===== src/rtl/instruction_assembler.sv =====
// Packs decoded I/L/S/B instruction fields into RV32 words and streams them
// into instruction memory at an auto-incrementing byte address.
module instruction_assembler #(
  parameter int unsigned INTRSIZE   = 32,
  parameter int unsigned IMMSIZE    = 32,
  parameter int unsigned ADDRSIZE   = 32,
  parameter int unsigned ERRCNTSIZE = 8
) (
  input  logic                  clk,
  input  logic                  reset,
  input  logic                  start,
  input  logic [ADDRSIZE-1:0]   base_addr,
  input  logic                  in_valid,
  output logic                  in_ready,
  input  logic                  in_last,
  input  logic [6:0]            in_opcode,
  input  logic [4:0]            in_rd,
  input  logic [4:0]            in_rs1,
  input  logic [4:0]            in_rs2,
  input  logic [2:0]            in_funct3,
  input  logic [IMMSIZE-1:0]    in_imm,
  output logic                  imem_we,
  output logic [ADDRSIZE-1:0]   imem_addr,
  output logic [INTRSIZE-1:0]   imem_wdata,
  input  logic                  imem_ready,
  output logic                  done,
  output logic                  err_flag,
  output logic [ERRCNTSIZE-1:0] err_count
);

  localparam logic [6:0] OP_I = 7'b0010011;
  localparam logic [6:0] OP_L = 7'b0000011;
  localparam logic [6:0] OP_S = 7'b0100011;
  localparam logic [6:0] OP_B = 7'b1100011;

  typedef enum logic [1:0] {S_IDLE, S_RUN, S_DRAIN, S_DONE} state_t;

  state_t                state_q, state_d;
  logic [ADDRSIZE-1:0]   ptr_q, ptr_d;
  logic [ADDRSIZE-1:0]   ptr_inc;
  logic                  we_d;
  logic [ADDRSIZE-1:0]   addr_d;
  logic [INTRSIZE-1:0]   wdata_d;
  logic                  done_d;
  logic                  errf_d;
  logic [ERRCNTSIZE-1:0] errc_d;
  logic [31:0]           word;
  logic                  op_ok;
  logic                  imm_ok;
  logic                  fire;
  logic                  wr_hs;

  assign in_ready = (state_q == S_RUN) && (!imem_we || imem_ready);
  assign fire     = in_valid && in_ready;
  assign wr_hs    = imem_we && imem_ready;
  assign ptr_inc  = ptr_q + ADDRSIZE'(4);
  // Immediate must fit a signed 12-bit field: bits above bit 10 all equal.
  assign imm_ok   = (&in_imm[IMMSIZE-1:11]) || !(|in_imm[IMMSIZE-1:11]);

  // Instruction word assembly per format; B immediate is in halfword units.
  always_comb begin
    word  = '0;
    op_ok = 1'b0;
    case (in_opcode)
      OP_I, OP_L: begin
        op_ok = 1'b1;
        word  = {in_imm[11:0], in_rs1, in_funct3, in_rd, in_opcode};
      end
      OP_S: begin
        op_ok = 1'b1;
        word  = {in_imm[11:5], in_rs2, in_rs1, in_funct3, in_imm[4:0], in_opcode};
      end
      OP_B: begin
        op_ok = 1'b1;
        word  = {in_imm[11], in_imm[9:4], in_rs2, in_rs1, in_funct3,
                 in_imm[3:0], in_imm[10], in_opcode};
      end
      default: begin
        op_ok = 1'b0;
        word  = '0;
      end
    endcase
  end

  // Next-state and next-output logic for the load session.
  always_comb begin
    state_d = state_q;
    ptr_d   = ptr_q;
    we_d    = imem_we;
    addr_d  = imem_addr;
    wdata_d = imem_wdata;
    done_d  = 1'b0;
    errf_d  = err_flag;
    errc_d  = err_count;
    case (state_q)
      S_IDLE: begin
        if (start) begin
          state_d = S_RUN;
          ptr_d   = base_addr;
          errf_d  = 1'b0;
          errc_d  = '0;
        end
      end
      S_RUN: begin
        if (wr_hs) begin
          we_d  = 1'b0;
          ptr_d = ptr_inc;
        end
        if (fire) begin
          if (op_ok && imm_ok) begin
            we_d    = 1'b1;
            addr_d  = wr_hs ? ptr_inc : ptr_q;
            wdata_d = INTRSIZE'(word);
          end else begin
            errf_d = 1'b1;
            if (err_count != '1) errc_d = err_count + ERRCNTSIZE'(1);
          end
          if (in_last) state_d = S_DRAIN;
        end
      end
      S_DRAIN: begin
        if (wr_hs) begin
          we_d  = 1'b0;
          ptr_d = ptr_inc;
        end
        if (!imem_we || imem_ready) begin
          state_d = S_DONE;
          done_d  = 1'b1;
        end
      end
      S_DONE: begin
        state_d = S_IDLE;
      end
      default: begin
        state_d = S_IDLE;
      end
    endcase
  end

  // State and output registers with synchronous reset.
  always_ff @(posedge clk) begin
    if (reset) begin
      state_q    <= S_IDLE;
      ptr_q      <= '0;
      imem_we    <= 1'b0;
      imem_addr  <= '0;
      imem_wdata <= '0;
      done       <= 1'b0;
      err_flag   <= 1'b0;
      err_count  <= '0;
    end else begin
      state_q    <= state_d;
      ptr_q      <= ptr_d;
      imem_we    <= we_d;
      imem_addr  <= addr_d;
      imem_wdata <= wdata_d;
      done       <= done_d;
      err_flag   <= errf_d;
      err_count  <= errc_d;
    end
  end

endmodule


===== config.mk =====
export PLATFORM = sky130hd
export DESIGN_NAME = instruction_assembler
export DESIGN_NICKNAME = d
export VERILOG_FILES = /design/src/rtl/instruction_assembler.sv
export SDC_FILE = /design/constraint.sdc
export NUM_CORES = 1
export LEC_CHECK = 0
export ABC_AREA = 1
export CAP_MARGIN = 20
export CORE_MARGIN = 2
export CORE_UTILIZATION = 57
export DETAILED_ROUTE_END_ITERATION = 16
export DONT_BUFFER_PORTS = 1
export GPL_TIMING_DRIVEN = 0
export PLACE_DENSITY_LB_ADDON = 0.3
export SLEW_MARGIN = 20
export SYNTH_ARGS = -nofsm -noshare
export SYNTH_HDL_FRONTEND = slang
export SYNTH_SLANG_ARGS = --single-unit

===== constraint.sdc =====
create_clock -name clk -period 1.78 [get_ports clk]
set_input_delay 0.178 -clock clk [delete_from_list [all_inputs] [get_ports clk]]
set_output_delay 0.178 -clock clk [all_outputs]
set_load 0.02 [all_outputs]

Yosys cells after proc, flatten, opt, wreduce, memory -nomap -nowiden
Cells that the tools add are included.

word-level totals
  bits in registers = 109
  bits of input ports = 95

cells by class
  add/subtract/negate cells = 2
  equal/unequal tests = 14
  muxes and demuxes = 24
  bitwise operators = 1
  reduce and logical (&&, ||, !) cells = 23

operator list
  operator                 count
  $pmux W32 S3             1
  $mux W32                 2
  $pmux W32 S2             1
  $add A32 B3 Y32 const B  1
  $mux W8                  4
  $reduce_and A21 Y1       1
  $reduce_or A21 Y1        1
  $pmux W8 S2              1
  $ne A2 B2 Y1 const B     5
  $add A8 B1 Y8 const B    1
  $mux W1                  8
  $mux W2                  4
  $ne A8 B8 Y1 const B     1
  $pmux W2 S4              1
  $reduce_and A4 Y1        2
  $eq A7 B2 Y1 const B     1
  $eq A7 B5 Y1 const B     1
  $eq A7 B6 Y1 const B     1
  $eq A7 B7 Y1 const B     1
  $reduce_bool A2 Y1       3
  $reduce_or A2 Y1         3
  $reduce_and A5 Y1        1
  $eq A2 B2 Y1 const B     2
  $logic_and A1 B1 Y1      4
  other kinds (10)         13

Logic depth before layout (Yosys ltp)
Gate-level depths: netlist of run 1.

  depth in word-level cells = 7
  mapped depth = 13
  depth with buffers taken out = 12

Least setup slack after synthesis of run 1
OpenSTA, ideal clock, no wires.

  kind = reg2reg
  start point = reg state_q[1]
  end point = reg err_count[6]
  data arrival time = 1.628 ns
  required time = 1.648 ns
  slack = 0.020 ns
  cell stages (with the launch flop) = 10
  path buffers = 0
  clock period less this slack = 1.760 ns
  path through = dfxtp_1 > inv_1 > ha_1 > inv_2 > nor3b_2 > o22ai_1 > nor2_2 > nand2_1 > nand2_1 > a21oi_1

between the ends
  word-level cells in the longest chain between the ends = 5
  elaborated cells on any way between the ends = 11
  those cells by class = eq/ne (5); mux (1); reduce/logical (5)

RTL lines
  item                                RTL line  RTL
  from (decl)                         38        state_t state_q, state_d;
  from (signal assigned)              152       state_q <= state_d;
  $eq A2 B1 Y1                        53, 95
  $logic_and A1 B1 Y1                 53        assign in_ready = (state_q == S_RUN) && (!imem_we || imem_ready);
  $logic_and A1 B1 Y1                 54        assign fire = in_valid && in_ready;
  $ne A2 B2 Y1 (no source line)       --
  $reduce_and A5 Y1 (no source line)  --
  to (signal assigned)                159       err_count <= errc_d;
  to (decl)                           28        output logic [ERRCNTSIZE-1:0] err_count

Several ways; a longest one is shown, not always the timed one.
A chain may end at the register's enable or synchronous reset.

Worst setup path after layout of run 1
  start point = reg state_q[1]
  end point = reg err_count[5]

Same word-level chain as after synthesis.

==> results of run 1 <==
[registers in the layout, indices dropped and copies added, names as in the netlist]
register    count
done            1
err_count       8
err_flag        1
imem_addr      32
imem_wdata     32
imem_we         1
ptr_q          32
state_q         2
[routing by layer]
layer	track usage	wire [um]
met5	0	0
met3	0.0807	1740
met1	0.402	7010
met2	0.544	8780
met4	0.0995	404
[per-stage QoR]
stage / total power [mW] / instances / setup TNS, ps
2_1_floorplan: 4.85 / 825 / 0
3_3_place_gp: 5.41 / 954 / -27370
3_5_place_dp: 5.50 / 954 / -34970
4_1_cts: 7.22 / 993 / 0
5_1_grt: 8.11 / 1015 / -855
6_report: 7.68 / 1015 / -2.44
[report_power, final]
group / leakage, nW / switching [mW] / internal (mW) / total [mW]
sequential: 0.893 / 0.404 / 2.77 / 3.17
clock: 0.0958 / 0.900 / 0.568 / 1.47
combinational: 1.77 / 1.96 / 1.08 / 3.04
total: 2.75 / 3.26 / 4.42 / 7.68
[cell type report]
type                       count  area (um^2)  share of cell area
multi-input combinational    615         3230               0.481
clock inverter                 5         42.5             0.00635
timing repair buffer          45          433              0.0646
buffer                        38          236              0.0353
tap                          129          161              0.0241
inverter                      63          249              0.0371
clock buffer                  11          141              0.0211
sequential                   109         2210               0.330
[cell usage in the layout (no fill, tap or decap), types with 4 or more instances in the layout]
master and count:
nand2_1 205, xor2_1 10, inv_1 54, o22ai_1 5, nor2_1 86, a21oi_1 101
dfxtp_2 13, dfxtp_1 92, clkbuf_8 10, a21oi_2 5, nand2_4 5, nand3_1 38
nand4_1 9, nor2_4 9, nor2_2 7, clkbuf_2 11, o21ai_1 12, dlygate4sd3_1 17
a21boi_0 5, xnor2_1 4, o21ai_0 59, dfxtp_4 4, nor3_1 5, buf_4 29
nand3_2 5, nand2_2 7, clkbuf_1 13, nor3_2 4, inv_2 6
[final timing paths]
| check | startpoint | depth (start not counted) | end | slack [ps] |
|---|---|---|---|---|
| max | state_q[1] | 9 | err_count[5] | -2 |
| min | base_addr[14] | 2 | ptr_q[14] | -2 |
| max reg2reg | state_q[1] | 9 | err_count[5] | -2 |
| min reg2reg | ptr_q[0] | 2 | imem_addr[0] | 470 |
[cell families (layout without fill, tap and decap cells)]
| logic type | after synthesis | in the layout | share of synthesized area |
|---|---|---|---|
| flip-flops | 109 | 109 | 0.398 |
| XOR/XNOR | 19 | 19 | 0.0304 |
| adder cells (fa/ha/maj) | 5 | 5 | 0.0114 |
| AND/OR/NAND/NOR | 390 | 391 | 0.294 |
| AO/OA/AOI/OAI | 200 | 200 | 0.193 |
| buffers and inverters | 102 | 162 | 0.0733 |
[timing repair]
item,CTS,global route
hold endpoints to repair,17,0
setup endpoints to repair,108,92
pin swaps,11,22
cloned,1,3
hold buffers,17,0
buffers inserted,6,19
resized for setup,72,87
[worst max-delay path: cells and delay by family (launching register included)]
kind                       cells  cell delay (ps)
DFF                            1              350
and+or+nand+nor                3              570
adders and majority gates      1              170
buffers and inverters          3              270
AOI/OAI and AO/OA              2              340
==> impl_summary.txt, run 1 <==
----------------------------------------------------
[Status]
  Run status ... complete, but fails checks
  Violations in the final reports ... negative hold slack, negative setup slack

[Synthesis]
  Area leader, netlist ... dfxtp_1
  Synth top cells by count ... nand2_1, dfxtp_1, a21oi_1, nor2_1, o21ai_0
  Sequential area share after synthesis ... 0.398
  Yosys reg bits ... 109
  Netlist area before placement ... 5480 um^2
  Most used DFF post-synth ... dfxtp_1
  Number of different library cells in the post-synthesis netlist ... 35
  Synthesized area divided by synthesized cell count ... 6.64 um^2
  Library cell with the highest instance count after synthesis ... nand2_1
  Synth async-reset ratio ... 0
  Number of instances in the synthesized netlist ... 825
  Post-Synthesis Net Count ... 925
  EDFF count, synth ... 0
  Fraction of synthesized cell area taken by the top area cell type ... 0.398
  Dominant cells by area after synthesis ... dfxtp_1, nand2_1, a21oi_1
  Count of synthesis-stage warnings from yosys ... 0

[Route]
  Detailed router's first-iteration violation count ... 326
  Final Routed Wirelength ... 17.9 mm
  Vias after detailed routing ... 5848
  Antenna viol nets, final ... 0
  First-pass iteration count of the detailed router ... 7
  Vias per inst ... 5.76
  Average routed wire per standard cell ... 17.7 um
  DRC Markers ... 0

[Worst setup path]
  Largest driver fanout on the critical path ... 5
  Largest incremental delay on the critical path ... 350 ps
  Critical path cell sequence ... inv_4 > ha_4 > inv_8 > nor3b_4 > o22ai_2 > nor2_4 > buf_4 > nand3_1 > a21oi_1
  Setup crit end kind ... flop
  Worst path slowest cell ... dfxtp_2
  Critical path type ... reg2reg
  Arrival time at the worst endpoint ... 2080 ps
  Data required time at the worst endpoint ... 2080 ps
  Critical Path Source Type ... flop

[CTS]
  Buffers from clock root to sink, at most ... 2
  Clock latency at the later pin of the worst-skew pair ... 380 ps
  Clock tree from TritonCTS ... yes
  Num CTS Buffers ... 9
  CTS HTree Levels ... 3
  Clock-pin slew on the worst setup and hold paths ... 120 ps
  CTS root buffer ... clkbuf_8
  Total clock sinks ... 109

[STA]
  Final Hold Viols ... 1
  Post-layout minimum cycle time ... 1780 ps
  Total setup violations reported at the end of the flow ... 1
  Ratio of final minimum period to clock period ... 1.00
  RSZ-0062 raised after global routing ... true
  Hold Slack ... -1.84 ps
  Skew final ... 20.3 ps
  Max transition margin ... 0.561
  Number of slew-limit violations in the final report ... 0
  Crit path setup slack, layout ... -2.44 ps
  Transition at the pin with the smallest max-transition slack ... 658 ps
  Maximum frequency from static timing analysis ... 0.561 GHz

[Global route]
  Total routing usage reported by global routing ... 0.320
  Via count of the first global-routing pass ... 5330
  Pin count of the biggest net entering global routing ... 19
  Initial antenna violation count ... 0
  Total gr overflow ... 0
  Wire length of the first global-routing pass ... 26.1 mm

[Final layout]
  P&R area growth vs syn ... 22.3%
  Final design area excluding fillers ... 6700 um^2
  Post-layout net count ... 981
  Fraction of final layout cells sized beyond drive strength 1 ... 0.173
  Total inserted antenna cells ... 0
  Core Util, Final ... 0.722
  Fillers ... 776

[Worst hold path]
  Classification of the worst-slack hold path ... in2reg

[Floorplan]
  Number of top-level pins ... 171
  Die H ... 102 um
  DIE AREA ... 10400 um^2
  Effective utilization at floorplan ... 0.590
  Placement Rows ... 35
  Area of the core region ... 9280 um^2
  Die boundary width ... 102 um

[Run]
  Max-Cap Viols ... 0

[Placed design]
  Cell area after placement ... 5640 um^2
  Total of buffers placed on input and output ports ... 0
  Post-DP HPWL ... 12.3 mm
  RePlAce Congestion ... 0.955
  Worst slack, placed ... -461 ps

[Power]
  Static Leakage ... 2.75 nW
  Power Density ... 1150 nW/um^2
  IR drop worst, VDD ... 0.000568 V

----------------------------------------------------
No activity file was read; power rests on OpenSTA's default activity.
==> run 2, diff against run 1 <==
CELL_PAD_IN_SITES_DETAIL_PLACEMENT = 1   (was not set)
CELL_PAD_IN_SITES_GLOBAL_PLACEMENT = 1   (was not set)
CORE_UTILIZATION = 47   (was 57)
clock period = 2.2 ns   (was 1.78 ns; I/O delays follow)
==> run 2 against run 1 <==
Compared with the run above:
- the run now ends clean
- highest routed layer unchanged
- clock-buffer cell count fell by 1
- worst setup slack improved by 150 ps
- non-clock buffer count fell by 40
- critical path type unchanged
- core utilization fell by 19 points
- via count fell by 3.3%
- die area rose by 20%
- clock skew fell by 9.5 ps
- routed wire length rose by 3.3%
- design area fell by 8.8%
==> impl_summary.txt, run 2 (synthesis results as in run 1) <==
----------------------------------------------------
[Status]
  Run status ... completed

[CTS]
  Clock tree from TritonCTS ... yes
  CTS root buffer ... clkbuf_16
  Total clock sinks ... 109
  Clock latency at the later pin of the worst-skew pair ... 360 ps
  Clock-pin slew on the worst setup and hold paths ... 80 ps
  CTS HTree Levels ... 3
  Buffers from clock root to sink, at most ... 2
  Num CTS Buffers ... 9

[Worst setup path]
  Reg-to-reg slack, setup ... 150 ps
  Setup crit end kind ... flop
  Critical Path Source Type ... flop
  Data required time at the worst endpoint ... 2490 ps
  Largest driver fanout on the critical path ... 10
  Critical path type ... reg2reg
  Arrival time at the worst endpoint ... 2340 ps

[Run]
  Max-Cap Viols ... 0

[Global route]
  Total routing usage reported by global routing ... 0.294
  Initial antenna violation count ... 0
  Wire length of the first global-routing pass ... 29.4 mm
  Via count of the first global-routing pass ... 5887
  Total gr overflow ... 0
  Pin count of the biggest net entering global routing ... 19

[Floorplan]
  DIE AREA ... 12500 um^2
  Effective utilization at floorplan ... 0.480
  Placement Rows ... 39
  Die H ... 112 um
  Die boundary width ... 112 um
  Number of top-level pins ... 171
  Area of the core region ... 11400 um^2

[Route]
  Detailed router's first-iteration violation count ... 282
  Vias per inst ... 5.73
  Antenna viol nets, final ... 0
  Vias after detailed routing ... 5657
  First-pass iteration count of the detailed router ... 7
  Final Routed Wirelength ... 18.5 mm
  DRC Markers ... 0
  Average routed wire per standard cell ... 18.7 um

[Power]
  Power Density ... 1060 nW/um^2
  Static Leakage ... 2.47 nW
  IR drop worst, VDD ... 0.000625 V
  Overall Power ... 6.49 mW

[STA]
  Transition at the pin with the smallest max-transition slack ... 644 ps
  Post-layout minimum cycle time ... 2050 ps
  Final Hold Viols ... 0
  Skew final ... 10.8 ps
  Number of slew-limit violations in the final report ... 0
  Total setup violations reported at the end of the flow ... 0
  Max transition margin ... 0.570
  Ratio of final minimum period to clock period ... 0.931
  Crit path setup slack, layout ... 152 ps
  Maximum frequency from static timing analysis ... 0.488 GHz

[Final layout]
  Fraction of final layout cells sized beyond drive strength 1 ... 0.0580
  Largest registers ranked by flip-flop count ... imem_addr x32, imem_wdata x32, ptr_q x32
  Top library cells by usage in the layout, fill and taps aside ... nand2_1, a21oi_1, dfxtp_1
  Total inserted antenna cells ... 0
  P&R area growth vs syn ... 11.5%
  Commonest non-fill, non-tap cell in the layout ... nand2_1
  Post-layout net count ... 940

[Placed design]
  Worst slack, placed ... -135 ps
  RePlAce Congestion ... 0.890
  Total of buffers placed on input and output ports ... 0
  Post-DP HPWL ... 14.3 mm

[Worst hold path]
  Classification of the worst-slack hold path ... in2reg

----------------------------------------------------
-- run 2: per-stage QoR --
step	hold WS, ps	util	instance area (um^2)	std cells	TNS [ps]
2_1_floorplan	355	-	5480	825	0
3_3_place_gp	361	0.496	5660	968	0
3_5_place_dp	363	0.496	5660	968	-3300
4_1_cts	2.56	0.529	6040	988	-7.10
5_1_grt	15.7	0.535	6110	988	-12.1
6_report	8.68	0.535	6110	988	0
-- run 2: repair_timing --
item                                    in CTS  in global routing
pin swaps                                    1                  2
endpoints found under the setup margin      90                 99
gates cloned                                 0                  0
hold endpoints to repair                     3                  0
hold buffers                                 3                  0
buffers inserted                             1                  0
resized for setup                            7                 21
-- run 2: per-layer routing --
layer / routed length (um) / up-vias / part of all wire / track usage
li1: - / 2734 / - / -
met1: 7770 / 2695 / 0.42 / 0.357
met2: 8940 / 185 / 0.48 / 0.498
met3: 1240 / 43 / 0.067 / 0.0746
met4: 573 / 0 / 0.031 / 0.120
met5: 0 / - / 0 / 0
-- run 2: path summary, 6_finish.rpt --
check	start	to	depth (start not counted)
setup / recovery	state_q[1]	imem_wdata[25]	10
hold / removal	in_rs1[2]	imem_wdata[17]	2
setup reg to reg	state_q[1]	imem_wdata[25]	10
hold reg to reg	ptr_q[1]	ptr_q[1]	2
-- run 2: critical path: stages, from the launching register on --
cell and delay (ps):
dfxtp_1 330, inv_1 140, ha_4 210, inv_2 120, nor3b_4 260, nand3_4 170, inv_2 120, buf_4 190
buf_4 200, o21ai_1 90, a21oi_1 140
-- run 2: final cells by class --
| class | count | area (um^2) |
|---|---|---|
| inverter | 63 | 236 |
| buffer | 39 | 178 |
| timing repair buffer | 4 | 37.5 |
| fill | 1550 | 5310 |
| clock buffer | 10 | 239 |
| sequential | 109 | 2190 |
| tap | 143 | 179 |
| multi-input combinational | 614 | 2960 |
| clock inverter | 6 | 93.8 |
-- run 2: report_power, final --
group	leakage, nW	internal, mW	switching (mW)
combinational	1.43	0.639	1.48
sequential	0.887	2.21	0.308
clock	0.160	1.04	0.799
total	2.47	3.89	2.59
==> run 3, diff against run 2 <==
CORE_MARGIN = 3   (was 2)
TNS_END_PERCENT = 1   (was not set)
==> run 3 against run 2 <==
Compared with the run above:
- non-clock buffer count is 3 higher
- sequential power hardly changed
- fmax is 3.8% lower
- highest routed layer is now met5
==> impl_summary.txt, run 3 (synthesis results as in run 1) <==
----------------------------------------------------
[Power]
  Static Leakage ... 2.46 nW
  IR drop worst, VDD ... 0.000685 V
  Power Density ... 1030 nW/um^2

[Route]
  Final Routed Wirelength ... 19.3 mm
  First-pass iteration count of the detailed router ... 5
  DRC Markers ... 0
  Average routed wire per standard cell ... 19.5 um
  Vias after detailed routing ... 5804
  Detailed router's first-iteration violation count ... 312
  Vias per inst ... 5.87
  Antenna viol nets, final ... 0

[Final layout]
  Fillers ... 1519
  Commonest non-fill, non-tap cell in the layout ... nand2_1
  Top library cells by usage in the layout, fill and taps aside ... nand2_1, a21oi_1, dfxtp_1
  Largest registers ranked by flip-flop count ... imem_addr x32, imem_wdata x32, ptr_q x32
  Non-filler cells in the finished layout ... 988
  Total inserted antenna cells ... 0
  Core Util, Final ... 0.547
  Fraction of final layout cells sized beyond drive strength 1 ... 0.0578
  Multi-input combinational cell area ... 2960 um^2
  P&R area growth vs syn ... 11.1%
  Post-layout net count ... 943
  Area taken by flip-flops and latches ... 2190 um^2

[Placed design]
  RePlAce Congestion ... 0.897
  Placed insts ... 965
  Worst slack, placed ... -125 ps
  Total of buffers placed on input and output ports ... 0
  Post-DP HPWL ... 14.6 mm

[STA]
  Final Hold Viols ... 0
  RSZ-0062 raised after global routing ... true
  Total setup violations reported at the end of the flow ... 0
  Crit path setup slack, layout ... 70.9 ps
  Ratio of final minimum period to clock period ... 0.968
  Transition at the pin with the smallest max-transition slack ... 673 ps
  Maximum frequency from static timing analysis ... 0.470 GHz
  Number of slew-limit violations in the final report ... 0
  Post-layout minimum cycle time ... 2130 ps
  Skew final ... 11.9 ps
  Max transition margin ... 0.551
  Hold Slack ... 5.97 ps

[Floorplan]
  Die H ... 114 um
  Area of the core region ... 11100 um^2
  DIE AREA ... 13000 um^2
  Die boundary width ... 114 um
  Effective utilization at floorplan ... 0.492
  Number of top-level pins ... 171
  Placement Rows ... 38

[Worst setup path]
  Arrival time at the worst endpoint ... 2430 ps
  Setup crit end kind ... flop
  Cell family with most CP delay ... buffers and inverters
  Critical Path Start ... state_q[0]
  Largest driver fanout on the critical path ... 10
  Data required time at the worst endpoint ... 2500 ps
  Critical path cell sequence ... inv_1 > ha_1 > clkbuf_1 > clkbuf_1 > o21ai_0 > a21oi_1
  Critical path type ... reg2reg
  Largest incremental delay on the critical path ... 490 ps
  Most numerous cell on the critical path ... clkbuf_1
  Critical Path Source Type ... flop
  R2r startpoint ... state_q[0]
  Sum of buffers and inverters on the critical path ... 3
  Worst path slowest cell ... clkbuf_1

[CTS]
  Clock-pin slew on the worst setup and hold paths ... 80 ps
  Post CTS Setup Buffer Count ... 0
  CTS HTree Levels ... 3
  Num CTS Buffers ... 9
  Total clock sinks ... 109
  Buffers from clock root to sink, at most ... 2
  Clock latency at the later pin of the worst-skew pair ... 370 ps
  Clock tree from TritonCTS ... yes
  CTS root buffer ... clkbuf_16

[Worst hold path]
  Worst min-delay path startpoint ... in_rs1[4]
  Classification of the worst-slack hold path ... in2reg

[Status]
  Run status ... completed

[Global route]
  Wire length of the first global-routing pass ... 30.4 mm
  Via count of the first global-routing pass ... 6054
  Total gr overflow ... 0
  Total routing usage reported by global routing ... 0.295
  Initial antenna violation count ... 1
  Pin count of the biggest net entering global routing ... 21

[Run]
  Max-Cap Viols ... 0

----------------------------------------------------
-- run 3: what timing repair did --
| action | in CTS | in global routing |
|---|---|---|
| resized for setup | 8 | 19 |
| endpoints found under the hold margin | 7 | 0 |
| hold buffers | 7 | 0 |
| endpoints found under the setup margin | 84 | 84 |
| pin swaps | 0 | 2 |
| gates cloned | 0 | 0 |
-- run 3: power breakdown --
| part | switching, mW | leakage [nW] | total [mW] | internal, mW |
|---|---|---|---|---|
| registers | 0.316 | 0.887 | 2.53 | 2.21 |
| clock network | 0.841 | 0.136 | 1.64 | 0.796 |
| logic | 1.48 | 1.44 | 2.12 | 0.638 |
-- run 3: layout make-up --
type                            instances  share of cell area
Inverter                               63              0.0389
Timing Repair Buffer                    7              0.0115
Multi-Input combinational cell        614               0.486
Sequential cell                       109               0.359
Buffer                                 39              0.0284
Tap cell                              140              0.0288
Clock buffer                            9              0.0370
Clock inverter                          7              0.0105
-- run 3: metrics by stage --
step / TNS [ps] / instance area (um^2) / power, mW
finish: 0 / 6090 / 6.29
global route: -512 / 6090 / 6.68
CTS: -13.9 / 6040 / 6.23
detailed placement: -2590 / 5650 / 4.57
global placement: -55.2 / 5650 / 4.44
floorplan: 0 / 5480 / 3.92
-- run 3: final timing paths --
check	cells after the start	to	slack, ps
worst max-delay path	6	state_q[1]	70
worst max register to register	6	state_q[1]	70
worst min register to register	2	imem_addr[0]	480
worst min-delay path	2	imem_wdata[19]	6
-- run 3: layer usage --
metal	vias to the layer above	global-route usage	routed length (um)	share of wire
li1	2740	-	-	-
met1	2821	0.338	7700	0.40
met2	195	0.523	9700	0.50
met3	46	0.0721	1340	0.070
met4	2	0.124	532	0.028
met5	-	0	13	0.00067
